[src/rtl/nmea_pkg.sv]
// Shared NMEA definitions: ASCII constants, parser state encoding and
// per-field digit limits used by the sentence field parsers.
package nmea_pkg;

    localparam logic [7:0] CH_COMMA  = 8'h2C;
    localparam logic [7:0] CH_STAR   = 8'h2A;
    localparam logic [7:0] CH_DOLLAR = 8'h24;
    localparam logic [7:0] CH_DOT    = 8'h2E;
    localparam logic [7:0] CH_MINUS  = 8'h2D;
    localparam logic [7:0] CH_CR     = 8'h0D;
    localparam logic [7:0] CH_LF     = 8'h0A;
    localparam logic [7:0] CH_0      = 8'h30;
    localparam logic [7:0] CH_9      = 8'h39;

    typedef enum logic [2:0] {
        IDLE    = 3'd0,
        COMMA0  = 3'd1,
        FIELDS  = 3'd2,
        CK_HI   = 3'd3,
        CK_LO   = 3'd4,
        WAIT_CR = 3'd5
    } state_t;

    // Digit limits per field; a counter value of DIGIT_SAT never matches any.
    localparam logic [2:0] TIME_DIGITS  = 3'd6;
    localparam logic [2:0] FRAC_MAX     = 3'd3;
    localparam logic [2:0] DAY_DIGITS   = 3'd2;
    localparam logic [2:0] MONTH_DIGITS = 3'd2;
    localparam logic [2:0] YEAR_DIGITS  = 3'd4;
    localparam logic [2:0] ZONE_MAX     = 3'd3;
    localparam logic [2:0] LAST_FIELD   = 3'd5;
    localparam logic [2:0] DIGIT_SAT    = 3'd7;

    function automatic logic is_dec_digit(input logic [7:0] ch);
        return (ch >= CH_0) && (ch <= CH_9);
    endfunction

    function automatic logic [2:0] digit_inc(input logic [2:0] cnt);
        return (cnt == DIGIT_SAT) ? DIGIT_SAT : (cnt + 3'd1);
    endfunction

    // True when the characters collected in the current field form a legal
    // count. frac/int_ok only matter for the time field (hhmmss[.fff]).
    function automatic logic field_count_ok(input logic [2:0] field,
                                            input logic [2:0] digit,
                                            input logic       frac,
                                            input logic       int_ok);
        logic ok;
        case (field)
            3'd0:    ok = frac ? (int_ok && (digit <= FRAC_MAX)) : (digit == TIME_DIGITS);
            3'd1:    ok = (digit == DAY_DIGITS);
            3'd2:    ok = (digit == MONTH_DIGITS);
            3'd3:    ok = (digit == YEAR_DIGITS);
            3'd4,
            3'd5:    ok = (digit <= ZONE_MAX);
            default: ok = 1'b0;
        endcase
        return ok;
    endfunction

endpackage

[src/rtl/nmea_hex_nibble.sv]
// ASCII hex character to 4-bit value; valid flags '0'-'9', 'A'-'F', 'a'-'f'.
module nmea_hex_nibble (
    input  logic [7:0] ch,
    output logic [3:0] nibble,
    output logic       valid
);

    // Decode one ASCII character into its hex value.
    always_comb begin
        nibble = 4'h0;
        valid  = 1'b0;
        if ((ch >= 8'h30) && (ch <= 8'h39)) begin
            nibble = ch[3:0];
            valid  = 1'b1;
        end else if ((ch >= 8'h41) && (ch <= 8'h46)) begin
            nibble = ch[3:0] + 4'd9;
            valid  = 1'b1;
        end else if ((ch >= 8'h61) && (ch <= 8'h66)) begin
            nibble = ch[3:0] + 4'd9;
            valid  = 1'b1;
        end else begin
            nibble = 4'h0;
            valid  = 1'b0;
        end
    end

endmodule

[src/rtl/gpzda_field_parser.sv]
// Parses the body of a $GPZDA sentence after the header comparer fires:
// extracts BCD time/date into shadow registers, verifies the XOR checksum,
// and publishes the timestamp with a done pulse (or flags error).
module gpzda_field_parser
    import nmea_pkg::*;
#(
    parameter int unsigned  B           = 8,
    parameter logic [B-1:0] HDR_XOR     = 8'h48,
    parameter bit           CHECK_CKSUM = 1'b1
) (
    input  logic         clock,
    input  logic         reset_n,
    input  logic         start,
    input  logic         load,
    input  logic [B-1:0] data,
    output logic [7:0]   hour,
    output logic [7:0]   minute,
    output logic [7:0]   second,
    output logic [7:0]   day,
    output logic [7:0]   month,
    output logic [15:0]  year,
    output logic         done,
    output logic         error,
    output logic         busy
);

    state_t       state_r;
    logic [2:0]   field_r;
    logic [2:0]   digit_r;
    logic         frac_r;
    logic         int_ok_r;
    logic [B-1:0] cksum_r;
    logic [7:0]   rx_cksum_r;
    logic [23:0]  time_sh_r;
    logic [7:0]   day_sh_r;
    logic [7:0]   month_sh_r;
    logic [15:0]  year_sh_r;

    logic [3:0]   hex_nib_s;
    logic         hex_valid_s;
    logic         cnt_ok_s;
    logic         is_digit_s;

    nmea_hex_nibble u_hex (
        .ch     (data[7:0]),
        .nibble (hex_nib_s),
        .valid  (hex_valid_s)
    );

    // Classify the current byte against the field being collected.
    always_comb begin
        cnt_ok_s   = field_count_ok(field_r, digit_r, frac_r, int_ok_r);
        is_digit_s = is_dec_digit(data[7:0]);
    end

    assign busy = (state_r != IDLE);

    // Sentence FSM: field tracking, checksum, shadow capture and output publish.
    always_ff @(posedge clock or negedge reset_n) begin
        if (!reset_n) begin
            state_r    <= IDLE;
            field_r    <= 3'd0;
            digit_r    <= 3'd0;
            frac_r     <= 1'b0;
            int_ok_r   <= 1'b0;
            cksum_r    <= '0;
            rx_cksum_r <= 8'h00;
            time_sh_r  <= 24'h000000;
            day_sh_r   <= 8'h00;
            month_sh_r <= 8'h00;
            year_sh_r  <= 16'h0000;
            hour       <= 8'h00;
            minute     <= 8'h00;
            second     <= 8'h00;
            day        <= 8'h00;
            month      <= 8'h00;
            year       <= 16'h0000;
            done       <= 1'b0;
            error      <= 1'b0;
        end else begin
            done  <= 1'b0;
            error <= 1'b0;
            if (start) begin
                // A re-arm while a sentence is open aborts that sentence.
                error    <= (state_r != IDLE);
                cksum_r  <= HDR_XOR;
                field_r  <= 3'd0;
                digit_r  <= 3'd0;
                frac_r   <= 1'b0;
                int_ok_r <= 1'b0;
                state_r  <= COMMA0;
            end else if (load) begin
                if ((state_r != IDLE) && (data == CH_DOLLAR)) begin
                    error   <= 1'b1;
                    state_r <= IDLE;
                end else begin
                    case (state_r)
                        IDLE: begin
                            state_r <= IDLE;
                        end
                        COMMA0: begin
                            if (data == CH_COMMA) begin
                                cksum_r <= cksum_r ^ data;
                                state_r <= FIELDS;
                            end else begin
                                error   <= 1'b1;
                                state_r <= IDLE;
                            end
                        end
                        FIELDS: begin
                            if (data == CH_STAR) begin
                                if ((field_r == LAST_FIELD) && cnt_ok_s) begin
                                    state_r <= CK_HI;
                                end else begin
                                    error   <= 1'b1;
                                    state_r <= IDLE;
                                end
                            end else begin
                                cksum_r <= cksum_r ^ data;
                                if (data == CH_COMMA) begin
                                    if ((field_r != LAST_FIELD) && cnt_ok_s) begin
                                        field_r  <= field_r + 3'd1;
                                        digit_r  <= 3'd0;
                                        frac_r   <= 1'b0;
                                        int_ok_r <= 1'b0;
                                    end else begin
                                        error   <= 1'b1;
                                        state_r <= IDLE;
                                    end
                                end else if (is_digit_s) begin
                                    digit_r <= digit_inc(digit_r);
                                    case (field_r)
                                        3'd0: begin
                                            // Fraction digits are counted but discarded.
                                            if (!frac_r) begin
                                                time_sh_r <= {time_sh_r[19:0], data[3:0]};
                                            end else begin
                                                time_sh_r <= time_sh_r;
                                            end
                                        end
                                        3'd1:    day_sh_r   <= {day_sh_r[3:0], data[3:0]};
                                        3'd2:    month_sh_r <= {month_sh_r[3:0], data[3:0]};
                                        3'd3:    year_sh_r  <= {year_sh_r[11:0], data[3:0]};
                                        default: year_sh_r  <= year_sh_r;
                                    endcase
                                end else if ((data == CH_MINUS) && (field_r >= 3'd4)) begin
                                    digit_r <= digit_inc(digit_r);
                                end else if ((data == CH_DOT) && (field_r == 3'd0) && !frac_r) begin
                                    // Integer count is judged later, at the field terminator.
                                    int_ok_r <= (digit_r == TIME_DIGITS);
                                    frac_r   <= 1'b1;
                                    digit_r  <= 3'd0;
                                end else begin
                                    error   <= 1'b1;
                                    state_r <= IDLE;
                                end
                            end
                        end
                        CK_HI: begin
                            if (hex_valid_s) begin
                                rx_cksum_r[7:4] <= hex_nib_s;
                                state_r         <= CK_LO;
                            end else begin
                                error   <= 1'b1;
                                state_r <= IDLE;
                            end
                        end
                        CK_LO: begin
                            if (hex_valid_s) begin
                                rx_cksum_r[3:0] <= hex_nib_s;
                                state_r         <= WAIT_CR;
                            end else begin
                                error   <= 1'b1;
                                state_r <= IDLE;
                            end
                        end
                        WAIT_CR: begin
                            if ((data == CH_CR) || (data == CH_LF)) begin
                                if (CHECK_CKSUM && (rx_cksum_r != cksum_r[7:0])) begin
                                    error <= 1'b1;
                                end else begin
                                    hour   <= time_sh_r[23:16];
                                    minute <= time_sh_r[15:8];
                                    second <= time_sh_r[7:0];
                                    day    <= day_sh_r;
                                    month  <= month_sh_r;
                                    year   <= year_sh_r;
                                    done   <= 1'b1;
                                end
                            end else begin
                                error <= 1'b1;
                            end
                            state_r <= IDLE;
                        end
                        default: begin
                            error   <= 1'b1;
                            state_r <= IDLE;
                        end
                    endcase
                end
            end else begin
                state_r <= state_r;
            end
        end
    end

endmodule

[config.mk]
export PLATFORM = sky130hd
export DESIGN_NAME = gpzda_field_parser
export DESIGN_NICKNAME = d
export VERILOG_FILES = /design/src/rtl/nmea_pkg.sv /design/src/rtl/nmea_hex_nibble.sv /design/src/rtl/gpzda_field_parser.sv
export SDC_FILE = /design/constraint.sdc
export NUM_CORES = 1
export LEC_CHECK = 0
export CORE_ASPECT_RATIO = 0.8
export CORE_UTILIZATION = 50
export DETAILED_ROUTE_END_ITERATION = 7
export PLACE_DENSITY = 0.75
export SLEW_MARGIN = 40
export SYNTH_ARGS = -nofsm -noshare
export SYNTH_HDL_FRONTEND = slang
export SYNTH_HIERARCHICAL = 1
export SYNTH_SLANG_ARGS = --single-unit
[constraint.sdc]
create_clock -name clock -period 2.1 [get_ports clock]
set_input_delay 0.63 -clock clock [delete_from_list [all_inputs] [get_ports clock]]
set_output_delay 0.63 -clock clock [all_outputs]
set_load 0.005 [all_outputs]
==> impl_metrics.json <==
{
  "max-slew-margin-rel_pct": 69.3,
  "dpl.hpwl_mm": 10.9,
  "holdBufCountCts": 0,
  "drt_first_pass_iters": 5,
  "power.leakage_nw": 4.82,
  "dieArea_um2": 13900,
  "ios": 71,
  "synthCells": 500,
  "syn_area_um2": 6700,
  "ys_ff_latch": 141,
  "routedWlPerCell_um": 20.3,
  "avgSynthCellArea_um2": 13.4,
  "antenna_found_initial": 0,
  "instances_no_fill": 906,
  "grt_usage_pct": 26.1,
  "r2r_slack_ns": -0.17,
  "yosys_warnings": 6,
  "ant_nets": 0,
  "pre_cts_ws_ns": -0.831,
  "status": "finished, violations left",
  "placed_cells": 830,
  "die_h_um": 106,
  "die_width_um": 131,
  "gr-total-overflow": 0,
  "hold_viol_final": 0,
  "cp_max_fo": 4,
  "max_cap_viol_count": 0,
  "first_global_vias": 5201,
  "tightest_slew_ns": 0.461,
  "clk_latency_ns": 0.43,
  "wl_met2_mm": 9.21,
  "dr.max_layer_used": "met4",
  "wirelength_mm": 18.4,
  "drv_slew": 0,
  "areaGrowthSynthToFinish_pct": 49.0,
  "drt_iter0_drc": 299,
  "hold_path.class": "primary input to asynchronous set/reset pin",
  "cp.arrival_ns": 2.57,
  "drt-met1-wl_mm": 8.11,
  "start_util_pct": 51.7,
  "violations": "setup timing",
  "grt_setup_unrepaired": "yes",
  "clock-sinks": 141,
  "vdd_drop_max_v": 0.000551,
  "synth_nets": 522,
  "tritoncts": "built",
  "portBuffers": 70,
  "synth-seq-area-share_pct": 52.7,
  "vias": 5068,
  "gp_congestion": 0.895,
  "grt_max_degree": 49,
  "fmax_mhz": 441,
  "dpl_cell_area_um2": 8490,
  "root_buffer": "clkbuf_16",
  "drc": 0,
  "setup_viol": 89,
  "finalWorstSetupSlack_ns": -0.166,
  "grt_pass1_wl_mm": 28.0,
  "h-tree-depth": 4,
  "clk_path_buf_depth": 2,
  "synthArstFlopShare_pct": 100,
  "timing.rr.end": "int_ok_r",
  "rows": 37,
  "cp.required_ns": 2.40,
  "powerDensity_nw_per_um2": 636,
  "cp-start-kind": "flip-flop",
  "rr_worst_depth": 9,
  "fillers": 738,
  "finClkSkew_ns": 0.00973,
  "post-route-period-util_pct": 108,
  "r2r_start": "field_r[0]",
  "cp-end-kind": "flip-flop",
  "cts_made_buffers": 17,
  "finalCriticalPeriod_ns": 2.27,
  "holdWs_ns": 0.140,
  "critPathKind": "flip-flop to flip-flop",
  "finalPower_mw": 6.35,
  "wl_met3_um": 783,
  "clkTransAtPathRegs_ns": 0.07,
  "synth-edff-count": 0,
  "synthDistinctLibCells": 71,
  "fin_nets": 740,
  "synth_ff_type": "dfrtp_1",
  "drive_gt1_share_pct": 51.2,
  "via_per_inst": 5.59,
  "num_antenna_cells": 0,
  "coreArea_um2": 13000,
  "stdcell_area_um2": 9980
}
[routing by layer]
metal,vias up,global-route usage (%)
li1,2281,-
met1,2599,35.0
met2,160,43.2
met3,28,5.44
met4,0,7.14
met5,-,0
[where the power goes]
group	internal [mW]	switching [mW]
registers	2.73	0.00853
logic	0.199	0.218
clock network	1.91	1.28
total	4.84	1.51
[cell usage after synthesis, types with 2 or more instances]
cell type,n,area share [%]
a22oi_1,2,0.22
ha_1,10,1.9
o22ai_1,2,0.19
mux2_1,16,2.7
o31a_1,2,0.26
nand2_1,15,0.84
o2111ai_1,2,0.26
mux2i_1,4,0.60
mux2_4,40,9.0
a31oi_1,2,0.19
a21o_1,2,0.22
xor2_1,8,1.0
or3b_1,2,0.26
or4_1,8,0.90
nor4_1,2,0.19
nor3_1,8,0.60
a32oi_1,2,0.26
dfrtp_1,141,53
nand3_1,5,0.37
nor3b_1,3,0.34
o21bai_1,2,0.22
and3_1,2,0.19
or3_1,4,0.37
a211oi_1,2,0.22
inv_1,19,1.1
o31ai_1,8,0.90
o21ai_0,10,0.75
o211ai_1,3,0.34
a21oi_1,22,1.6
nand2b_1,5,0.47
buf_6,5,0.84
nor3b_2,2,0.37
nor2_1,10,0.56
mux2_2,64,11
o221ai_1,2,0.26
and3b_1,2,0.26
nand4_1,6,0.56
clkbuf_1,8,0.45
buf_2,9,0.67
nor2b_1,8,0.75
[worst max-delay path: stages, from the launching register on]
cell and delay, ns:
dfrtp_1 0.43, ha_2 0.22, ha_4 0.13, or4bb_4 0.48, o31ai_4 0.10, buf_4 0.18
o31ai_4 0.09, buf_4 0.16, a211oi_4 0.25, o32ai_1 0.11
[per-stage QoR]
stage               utilization [%]  TNS, ns
floorplan                         -    -7.19
global placement               65.5   -98.65
detailed placement             65.5  -104.62
CTS                            73.9    -6.57
global route                   77.0   -14.89
finish                         77.0    -8.30
[kinds of logic (layout without fill, tap and decap cells)]
logic type	after synthesis	count (layout)	synth area share [%]
compound gates	76	76	7.73
xor+xnor	8	8	1.05
fa+ha+maj	10	10	1.87
buf+inv	43	274	3.19
flops	141	141	52.7
mux	124	124	23.0
simple gates	98	98	10.5
[flip-flops by register name (all words and copies together) (netlist names)]
register / flops
done: 1
frac_r: 1
cksum_r: 8
time_sh_r: 24
digit_r: 3
int_ok_r: 1
month: 8
day: 8
rx_cksum_r: 8
field_r: 3
month_sh_r: 8
year_sh_r: 16
state_r: 3
error: 1
minute: 8
second: 8
year: 16
hour: 8
day_sh_r: 8
[what timing repair did]
action	in CTS	in global routing
gates cloned	2	2
setup endpoints to repair	142	125
pin swaps	26	33
gates resized for setup	83	81
buffers inserted	24	20
[worst max-delay path by stage]
stage          startpoint             to  slack, ns
4_1_cts        cksum_r[0]        year[8]      -0.14
3_5_place_dp      data[1]  rx_cksum_r[0]      -0.83
3_3_place_gp      data[1]  rx_cksum_r[1]      -0.78
5_1_grt        field_r[0]       int_ok_r      -0.23
2_1_floorplan     data[0]         day[0]      -0.15
6_report       field_r[0]       int_ok_r      -0.17
[layout make-up]
type / count / area (um2) / area share [%]
well taps: 175 / 219 / 2.19
clock buffers: 17 / 425 / 4.26
repair buffers: 222 / 2060 / 20.6
inverters: 20 / 82.6 / 0.827
flip-flops and latches: 141 / 3530 / 35.4
multi-input cells: 316 / 3460 / 34.7
clock inverters: 15 / 200 / 2.01
[cell usage in the layout, fill, tap and decap left out, types with 6 or more instances in the layout]
| cell | count |
|---|---|
| dfrtp_1 | 138 |
| buf_4 | 126 |
| mux2_4 | 72 |
| clkdlybuf4s50_1 | 60 |
| mux2_2 | 36 |
| buf_6 | 19 |
| clkbuf_16 | 18 |
| inv_1 | 15 |
| a21oi_1 | 15 |
| nand2_1 | 12 |
| mux2_1 | 12 |
| buf_12 | 10 |
| nor2_1 | 9 |
| xor2_1 | 8 |
| nor2b_1 | 7 |
| a21oi_2 | 6 |
| nand4_1 | 6 |
| or4_1 | 6 |
| inv_6 | 6 |
Power figures use the tool's default switching activity.
